==> src/rtl/pc_lut_loader.sv <==
`default_nettype none
// +---------------------------------------------------------------------------+
// | pc_lut_loader : byte-stream writer for the branch-target lookup table      |
// | Revision 1.0                                                              |
// +---------------------------------------------------------------------------+
module pc_lut_loader #(
    parameter int D  = 12,
    parameter int N  = 8,
    parameter int IW = 3
) (
    input  logic          Clk,
    input  logic          Reset_n,
    input  logic          start,
    input  logic [7:0]    in_data,
    input  logic          in_valid,
    output logic          in_ready,
    input  logic [IW-1:0] how_high,
    output logic [D-1:0]  target,
    output logic          busy,
    output logic          done,
    output logic          err
);

    typedef enum logic [1:0] {
        S_IDLE = 2'd0,
        S_LO   = 2'd1,
        S_HI   = 2'd2,
        S_DONE = 2'd3
    } state_t;

    localparam logic [IW-1:0] c_LAST = IW'(N - 1);

    state_t          state_q;
    logic [IW-1:0]   ptr_q;
    logic [7:0]      lo_q;
    logic            busy_q;
    logic            done_q;
    logic            err_q;
    logic            rdy_q;
    logic [D-1:0]    table_q [N];

    logic            w_ext_ok;
    logic [D-1:0]    w_entry_d;

    // Every high-byte bit above the entry's MSB must replicate that MSB.
    always_comb begin
        w_ext_ok = 1'b1;
        for (int i = 0; i < 8; i++) begin
            if (i > D - 9 && in_data[i] != in_data[D-9]) begin
                w_ext_ok = 1'b0;
            end
        end
    end

    assign w_entry_d = {in_data[D-9:0], lo_q};

    always_ff @(posedge Clk or negedge Reset_n) begin
        if (!Reset_n) begin
            state_q <= S_IDLE;
            ptr_q   <= '0;
            lo_q    <= '0;
            busy_q  <= 1'b0;
            done_q  <= 1'b0;
            err_q   <= 1'b0;
            rdy_q   <= 1'b0;
            for (int i = 0; i < N; i++) begin
                table_q[i] <= '0;
            end
        end else begin
            case (state_q)
                S_IDLE, S_DONE: begin
                    if (start) begin
                        state_q <= S_LO;
                        ptr_q   <= '0;
                        done_q  <= 1'b0;
                        err_q   <= 1'b0;
                        busy_q  <= 1'b1;
                        rdy_q   <= 1'b1;
                    end
                end
                S_LO: begin
                    if (in_valid) begin
                        lo_q    <= in_data;
                        state_q <= S_HI;
                    end
                end
                S_HI: begin
                    if (in_valid) begin
                        if (w_ext_ok) begin
                            table_q[ptr_q] <= w_entry_d;
                            if (ptr_q == c_LAST) begin
                                state_q <= S_DONE;
                                done_q  <= 1'b1;
                                busy_q  <= 1'b0;
                                rdy_q   <= 1'b0;
                            end else begin
                                ptr_q   <= ptr_q + 1'b1;
                                state_q <= S_LO;
                            end
                        end else begin
                            // Malformed entry aborts the load; earlier entries stay.
                            state_q <= S_IDLE;
                            err_q   <= 1'b1;
                            busy_q  <= 1'b0;
                            rdy_q   <= 1'b0;
                        end
                    end
                end
                default: state_q <= S_IDLE;
            endcase
        end
    end

    assign in_ready = rdy_q;
    assign busy     = busy_q;
    assign done     = done_q;
    assign err      = err_q;
    assign target   = table_q[how_high];

endmodule
`default_nettype wire

==> config.mk <==
export PLATFORM = sky130hd
export DESIGN_NAME = pc_lut_loader
export DESIGN_NICKNAME = d
export VERILOG_FILES = /design/src/rtl/pc_lut_loader.sv
export SDC_FILE = /design/constraint.sdc
export NUM_CORES = 1
export LEC_CHECK = 0
export BUFFER_PORTS_ARGS = -buffer_cell sky130_fd_sc_hd__buf_2
export CAP_MARGIN = 0
export CORE_MARGIN = 1
export CORE_UTILIZATION = 45
export CTS_CLUSTER_SIZE = 8
export DETAILED_ROUTE_END_ITERATION = 7
export PLACE_DENSITY_LB_ADDON = 0.3
export SLEW_MARGIN = 25
export SYNTH_ARGS = -nofsm -noshare
export SYNTH_HDL_FRONTEND = slang
export SYNTH_SLANG_ARGS = --single-unit
==> constraint.sdc <==
create_clock -name Clk -period 4.4 [get_ports Clk]
set_clock_uncertainty 0.15 [all_clocks]
set_input_delay 0.88 -clock Clk [delete_from_list [all_inputs] [get_ports Clk]]
set_output_delay 0.88 -clock Clk [all_outputs]
set_load 0.01 [all_outputs]
Word-level counts from Yosys, hierarchy flattened
Cells that the tools add are included.
{ "word_totals": {"out_inout_bits": 16, "mem_count": 0, "in_bits": 15, "romBits": 0, "latch_bits": 0, "ramBits": 0, "reg_bits": 112, "word_cells": 81} }
{ "op_classes": {"n_reduce_logical": 11, "addsub": 1, "n_bitwise": 2, "mux": 34, "magnitude_cmp": 3, "eq_ne": 16, "div": 0, "shifts": 0, "mul": 0} }
{ "ops": {"columns": ["operator", "n"], "rows": [
  ["96-bit bitwise mux", 1],
  ["12-bit binary-select mux with 3-bit select", 1],
  ["12-bit demux with 3-bit select", 1],
  ["12-bit 2-to-1 mux", 3],
  ["1-bit 2-to-1 mux", 14],
  ["2-bit != test (second input constant)", 7],
  ["3-bit 2-to-1 mux", 4],
  ["2-bit 2-to-1 mux", 5],
  ["5-bit AND reduction", 2],
  ["4-bit greater-or-equal comparator (second input constant)", 2],
  ["3-bit NOT with 4-bit output", 2],
  ["4-bit AND reduction", 2],
  ["1-bit case mux with 2 select lines", 3],
  ["2-bit case mux with 3 select lines", 1],
  ["3-bit case mux with 2 select lines", 1],
  ["3-bit AND reduction", 2],
  ["2-bit equality test (second input constant)", 2],
  ["4-bit by 1-bit < comparator with 1-bit output (second input constant)", 1],
  ["1-bit != test", 4],
  ["3-bit by 1-bit adder with 3-bit output (second input constant)", 1],
  ["3-bit equality test (second input constant)", 1],
  ["3-bit != test (second input constant)", 1],
  ["2-bit by 1-bit equality test with 1-bit output (second input constant)", 1],
  ["2-bit zero test", 1],
  ["4 further kinds", 4]
]} }

Logic depth before layout (Yosys ltp)
Gate-level depths: netlist of run 1.
{ "depth": {"depth_word": 8, "ltp_mapped": 8} }

Least setup slack after synthesis of run 1
No wires, ideal clock.
{ "synth_timing": {"path_kind": "input-to-output", "from": "in how_high[0]", "to": "out target[0]", "setup_slack_ns": 1.057, "required_time_ns": 3.370, "t_arrival_ns": 2.313, "cell_stages": 4, "cell_sequence": "clkbuf_1 buf_2 mux4_2 mux2_2"} }
{ "synth_between": {"elab_chain_cells": 4} }
{ "synth_rtl": {"columns": ["element", "line", "text"], "rows": [
  ["from (decl)", "17", "input logic [IW-1:0] how_high,"],
  ["3-bit NOT with 4-bit output (not written as such)", "118", "assign target = table_q[how_high];"],
  ["12-bit binary-select mux with 3-bit select", "118", null],
  ["12-bit 2-to-1 mux (not written as such) (2 in a row)", "118", null],
  ["to (decl)", "18", "output logic [D-1:0] target,"]
]} }
Every way passes these cells. The select of a mux whose other input is x is not followed.

Worst setup path in the final report of run 1
{ "layout_timing": {"from": "in how_high[0]", "to": "out target[10]"} }
Same word-level chain as after synthesis.

==> results of run 1 <==
-- cells by family (layout without fill, tap and decap cells) --
family,after synthesis,in the layout,synth area share [%]
AND/OR/NAND/NOR,38,38,4.85
adder cells (fa/ha/maj),4,4,0.961
buffers and inverters,24,55,2.28
AO/OA/AOI/OAI,15,15,1.71
multiplexers,143,143,36.4
flip-flops,112,112,53.8
-- sequential cells by signal (all words and copies together), names as in the netlist --
register  count
table_q      96
lo_q          8
ptr_q         3
state_q       2
done          1
err           1
in_ready      1
-- layout by cell type, fill, tap and decap left out, types with 2 or more instances in the layout --
master | Yosys | routed
a21o_1 | 2 | 2
a21oi_1 | 3 | 3
buf_12 | 0 | 2
buf_2 | 5 | 29
buf_4 | 4 | 7
clkbuf_16 | 0 | 9
clkbuf_8 | 0 | 3
clkinv_2 | 0 | 2
dfrtp_1 | 112 | 112
ha_1 | 4 | 4
inv_1 | 2 | 2
mux2_2 | 116 | 116
mux4_2 | 24 | 24
nand2_1 | 8 | 8
nand2b_1 | 2 | 2
nand3_1 | 7 | 7
nand4_1 | 6 | 6
nor2_1 | 4 | 4
o21ai_0 | 7 | 7
-- Yosys cell counts --
cell type  count  area share (%)
a21boi_0       1            0.14
a21o_1         2            0.29
a21oi_1        3            0.29
a31oi_1        1            0.12
and3_1         1            0.12
and4b_1        1            0.19
buf_1          3            0.22
buf_2          5            0.48
buf_4          4            0.58
buf_6          1            0.22
clkbuf_1       9            0.65
dfrtp_1      112              54
ha_1           4            0.96
inv_1          2            0.14
mux2_2       116              25
mux2_4         1            0.29
mux2i_1        1            0.19
mux2i_4        1            0.43
mux4_2        24              10
nand2_1        8            0.58
nand2b_1       2            0.24
nand3_1        7            0.67
nand3b_1       1            0.14
nand4_1        6            0.72
nand4b_1       1            0.17
nor2_1         4            0.29
nor2b_1        1            0.12
nor3_1         1           0.096
nor3_2         1            0.19
nor3b_2        1            0.24
nor4_4         1            0.41
nor4b_4        1            0.46
o21ai_0        7            0.67
o21ba_2        1            0.19
or4_4          1            0.22
-- per-stage QoR --
stage | util (%) | power, W
2_1_floorplan | - | 0.00142
3_3_place_gp | 49.7 | 0.00154
3_5_place_dp | 49.7 | 0.00155
4_1_cts | 52.4 | 0.00239
5_1_grt | 52.5 | 0.00247
6_report | 52.5 | 0.00236
-- worst max-delay path by stage --
stage | slack [ps] | start | to
final | 910 | how_high[0] | target[10]
after global routing | 800 | how_high[0] | target[10]
after CTS | 870 | how_high[0] | target[10]
after detailed placement | 860 | in_data[3] | table_q[81]
after global placement | 840 | in_data[3] | table_q[82]
after floorplan | 1060 | how_high[0] | target[0]
-- layout make-up --
cell class | instances | area (um2) | area share, %
repair buffers | 38 | 238 | 4.09
clock buffers | 12 | 267 | 4.58
inverters | 2 | 7.51 | 0.129
flip-flops and latches | 112 | 2800 | 48.2
multi-input cells | 200 | 2290 | 39.3
clock inverters | 3 | 40.0 | 0.688
well taps | 140 | 175 | 3.01
-- critical path: cells and delay by family --
kind,cells,cell delay (ps)
mux,2,790
buf+inv,3,770
-- routing by layer --
metal / track usage [%] / wire (um)
met1: 26.1 / 4710
met4: 5.43 / 107
met5: 0 / 0
met3: 4.98 / 376
met2: 31.5 / 5180
-- where the power goes --
| group | leakage [nW] | total [W] | internal, W | switching, W |
|---|---|---|---|---|
| sequential | 1.54 | 0.00122 | 0.00111 | 0.000113 |
| combinational | 1.15 | 0.000311 | 0.000150 | 0.000162 |
| clock | 0.154 | 0.000832 | 0.000483 | 0.000349 |
==> impl_metrics.toml, run 1 <==
[yosys]
ys_warn_count = 0
synth_fp_nets = 355
syn_inst = 336
synth_area_um2 = 5210
ys_seq_elements = 112
syn_area_per_cell_um2 = 15.5
synth_seq_area_share_pct = 53.8
synth_cell_types = 35

[route]
routed-via-count = 2910
drcViolationCount = 0
wirelength_um = 10400
antenna_left = 0
drt-pass1-iter-count = 4
vias_per_cell = 5.74
avgRoutedWirePerCell_um = 20.5
drtIter0Drc = 178

[grt]
globalRouteTotalUtil_pct = 19.5
grt_pass1_wl_um = 16800
grt_pass1_vias = 3040
grt_start_max_net_pins = 61
grt_antenna_before_repair = 0
grt-ovfl-total = 0

[sta]
fin_crit_sh_pct = 79.2
clock.fmax_mhz = 287
tns_ps = 0
worst_slew_pin_slew_ps = 906
whs_ps = 351
finalCriticalPeriod_ps = 3490
rsz0062_at_grt = "no"
setup_viol = 0
fin_ws_ps = 915
hold_violations = 0
slew_headroom_pct = 39.4
drv_slew = 0

[critical_path]
arrival_ps = 2460
criticalPathCategory = "in2out"
max_stage_delay_ps = 510
worstPathMaxFanout = 13
cp_common_cell = "buf_2"
end_kind = "output port"
r2r_end = "table_q[29]"
rrSetupSlack_ps = 1570
crit_chain = "buf_2 > buf_12 > mux4_2 > mux2_2 > buf_2"
reg2reg_depth = 6
cp.required_ps = 3370
cp-start-kind = "primary input"
r2r_start = "state_q[0]"
crit_slowest_cell = "mux4_2"

[min_path]
min_from = "table_q[12]"
hold_end = "table_q[12]"
hold_class = "reg2reg"
holdPathStages = 1

[cells_and_area]
drive_above_1_share_pct = 54.8
final_cell_area_um2 = 5820
final_cells = 507
antenna_cells = 0
fin_nets = 382
fill_cells = 906
syn_to_final_growth_pct = 11.7

[cts]
path_clk_slew_ps = 70
max-clock-path-buffers = 2
cts_root_buf = "clkbuf_16"
cts_tree = "done"
clock-sinks = 112
h-tree-depth = 3
cts_made_buffers = 9
hold_buffers = 0
cts_resized = 0
post_cts_buffers = 0
clk_latency_ps = 350

[power_and_ir_drop]
leakagePower_nw = 2.84
cellPowerDensity_nw_per_um2 = 406
irDropWorstVdd_mv = 0.341

[place]
dpl.cell_count = 491
routabilityCongestion = 0.732
hpwlAfterDp_um = 6620
placed_area_um2 = 5500
dp_slack_ps = 860
portBuffers = 30

[floorplanning]
io_pins = 31
start_util_pct = 47.0
coreArea_um2 = 11100
die_area_um2 = 12000
fp-row-count = 38
fp.dieH_um = 110
die_x_um = 110

[job]
drv_cap = 0

[status]
status = "completed"
No activity file was read; power rests on OpenSTA's default activity.
==> inputs of run 2 (changes only) <==
--- a/config.mk
+++ b/config.mk
@@ -5,6 +5,7 @@
 export SDC_FILE = /design/constraint.sdc
 export NUM_CORES = 1
 export LEC_CHECK = 0
+export ABC_AREA = 1
 export BUFFER_PORTS_ARGS = -buffer_cell sky130_fd_sc_hd__buf_2
 export CAP_MARGIN = 0
 export CORE_MARGIN = 1
==> constraint.sdc (replaced) <==
create_clock -name Clk -period 2.8 [get_ports Clk]
set_clock_uncertainty 0.15 [all_clocks]
set_input_delay 0.56 -clock Clk [delete_from_list [all_inputs] [get_ports Clk]]
set_output_delay 0.56 -clock Clk [all_outputs]
set_load 0.01 [all_outputs]
==> impl_metrics.toml, run 2 <==
[sta]
setup_viol = 0
worst_slew_pin_slew_ps = 562
tns_ps = 0
finalCriticalPeriod_ps = 2390
rsz0062_at_grt = "no"
drv_slew = 0
clock.fmax_mhz = 418
slew_headroom_pct = 62.4
fin_crit_sh_pct = 85.3
hold_violations = 0

[place]
routabilityCongestion = 0.941
dpl.cell_count = 893
portBuffers = 30
hpwlAfterDp_um = 11300

[cells_and_area]
fin_nets = 755
syn_to_final_growth_pct = 10.7
mostFrequentLayoutCells = "nand2_1 (271), dfrtp_1 (112), nand4_1 (97)"
largest_reg_flops = 96
antenna_cells = 0
drive_above_1_share_pct = 12.3
final_cells = 909
largest-register = "table_q"
fill_cells = 1185
layout_commonest_cell = "nand2_1"
top_regs = "table_q (96), lo_q (8), ptr_q (3)"

[yosys]
muxShareOfSynthArea_pct = 1.37
synth_top_family_by_area = "simple AND/OR/NAND/NOR gates"
async_flop_share_pct = 100
synth-simple-area-share_pct = 34.3
synth_cell_types = 22
syn_area_per_cell_um2 = 7.84
ys_top_cells_by_count = "nand2_1 (271), dfrtp_1 (112), nand4_1 (97), nor2_1 (62), o21ai_0 (49)"
synth_fp_nets = 750
synth_edf_count = 0
synth_area_um2 = 5730
yosys.area.top_type = "dfrtp_1"
synth_top_cell_area_share_pct = 48.9
synth_seq_area_share_pct = 48.9
synth_compound_area_share_pct = 7.20
synth_top_flop_cell = "dfrtp_1"
synthMostInstantiatedCell = "nand2_1"
synth_adder_area_share_pct = 0.873
syn_inst = 731
synth_xor_area_share_pct = 0
yosys-top-cells-area = "dfrtp_1 (49%), nand2_1 (18%), nand4_1 (11%)"
ys_warn_count = 0
ys_seq_elements = 112

[floorplanning]
die_area_um2 = 13200
die_x_um = 115
fp-row-count = 40
start_util_pct = 47.0
io_pins = 31
fp.dieH_um = 115
coreArea_um2 = 12200

[power_and_ir_drop]
irDropWorstVdd_mv = 0.408
cellPowerDensity_nw_per_um2 = 693
leakagePower_nw = 3.37

[cts]
cts_resized = 0
clock-sinks = 112
hold_buffers = 0
cts_root_buf = "clkbuf_16"
post_cts_buffers = 0
cts_made_buffers = 9
cts_tree = "done"
clk_latency_ps = 360
h-tree-depth = 3
max-clock-path-buffers = 2
path_clk_slew_ps = 70

[route]
antenna_left = 0
drcViolationCount = 0
avgRoutedWirePerCell_um = 18.2
vias_per_cell = 5.84
drt-pass1-iter-count = 5
routed-via-count = 5313
wirelength_um = 16600
drtIter0Drc = 560

[critical_path]
arrival_ps = 2490
r2r_start = "state_q[0]"
crit_slowest_cell = "nand3_1"
cp.required_ps = 2900
criticalPathCategory = "reg2reg"
cp-start-kind = "register"
reg2reg_depth = 7
r2r_end = "table_q[2]"
crit_chain = "inv_1 > ha_1 > nand2_1 > inv_2 > nand3_1 > nand2_1 > nand2_1"
cp_common_cell = "nand2_1"
end_kind = "register"
crit_start = "state_q[0]"
max_stage_delay_ps = 540
rrSetupSlack_ps = 410
worstPathMaxFanout = 28

[grt]
grt-ovfl-total = 0
grt_antenna_before_repair = 0
grt_pass1_vias = 4856
grt_pass1_wl_um = 27100
grt_start_max_net_pins = 49
globalRouteTotalUtil_pct = 27.5

[min_path]
hold_class = "in2async"

[status]
status = "completed"

[job]
drv_cap = 0
run 2: changes by cell type in the layout (fill, tap and decap cells not counted), sizes merged, moves of 16 or more:
cell   before  now
buf        38   62
inv         2   18
mux2      117    7
mux4       24    0
nand2       8  272
nand4       6   97
nor2        4   63
o21ai       7   49
o22ai       0   24
run 2: layer usage:
| layer | GRT usage (%) | wire length (um) |
|---|---|---|
| met5 | 0 | 0 |
| met4 | 14.4 | 618 |
| met3 | 5.06 | 1470 |
| met2 | 39.5 | 7090 |
| met1 | 39.5 | 7390 |
run 2: cell families after synthesis:
logic type | Yosys count
multiplexers | 7
adder cells (fa/ha/maj) | 4
AND/OR/NAND/NOR | 446
flip-flops | 112
buffers and inverters | 86
AO/OA/AOI/OAI | 76
run 2: worst max-delay path, delay by kind of cell (launching register included):
kind,cells,cell delay [ps]
fa+ha+maj,1,300
flops,1,400
simple gates,4,940
buf+inv,2,460
run 2: how the worst max path moves through the flow:
| stage | slack, ps | to | cells after the start |
|---|---|---|---|
| finish | 410 | table_q[2] | 7 |
| global route | 150 | table_q[2] | 7 |
| CTS | 460 | table_q[2] | 7 |
| detailed placement | 480 | table_q[4] | 8 |
| global placement | 510 | target[9] | 8 |
| floorplan | 760 | target[0] | 6 |
run 2: stage by stage:
stage	hold WS (ps)	worst slack (ps)	total power, W	util [%]	area (um2)
after floorplan	114	757	0.00264	-	5730
after global placement	301	508	0.00295	49.3	6020
after detailed placement	304	475	0.00298	49.3	6020
after CTS	41.1	461	0.00441	52.0	6350
after global routing	58.7	148	0.00461	52.0	6350
final	26.4	410	0.00440	52.0	6350
run 2: area by class of cell:
class                      count  area, um2  share of cell area (%)
tap                          168        210                    3.31
inverter                      18       67.6                    1.06
clock buffer                  12        256                    4.04
clock inverter                 4       76.3                    1.20
timing repair buffer          62        430                    6.78
multi-input combinational    533       2510                    39.5
sequential                   112       2800                    44.1
run 2: power by group:
part	switching [W]	internal [W]	total (W)
combinational	0.000612	0.000312	0.000924
clock	0.000600	0.000836	0.00144
sequential	0.000264	0.00178	0.00204
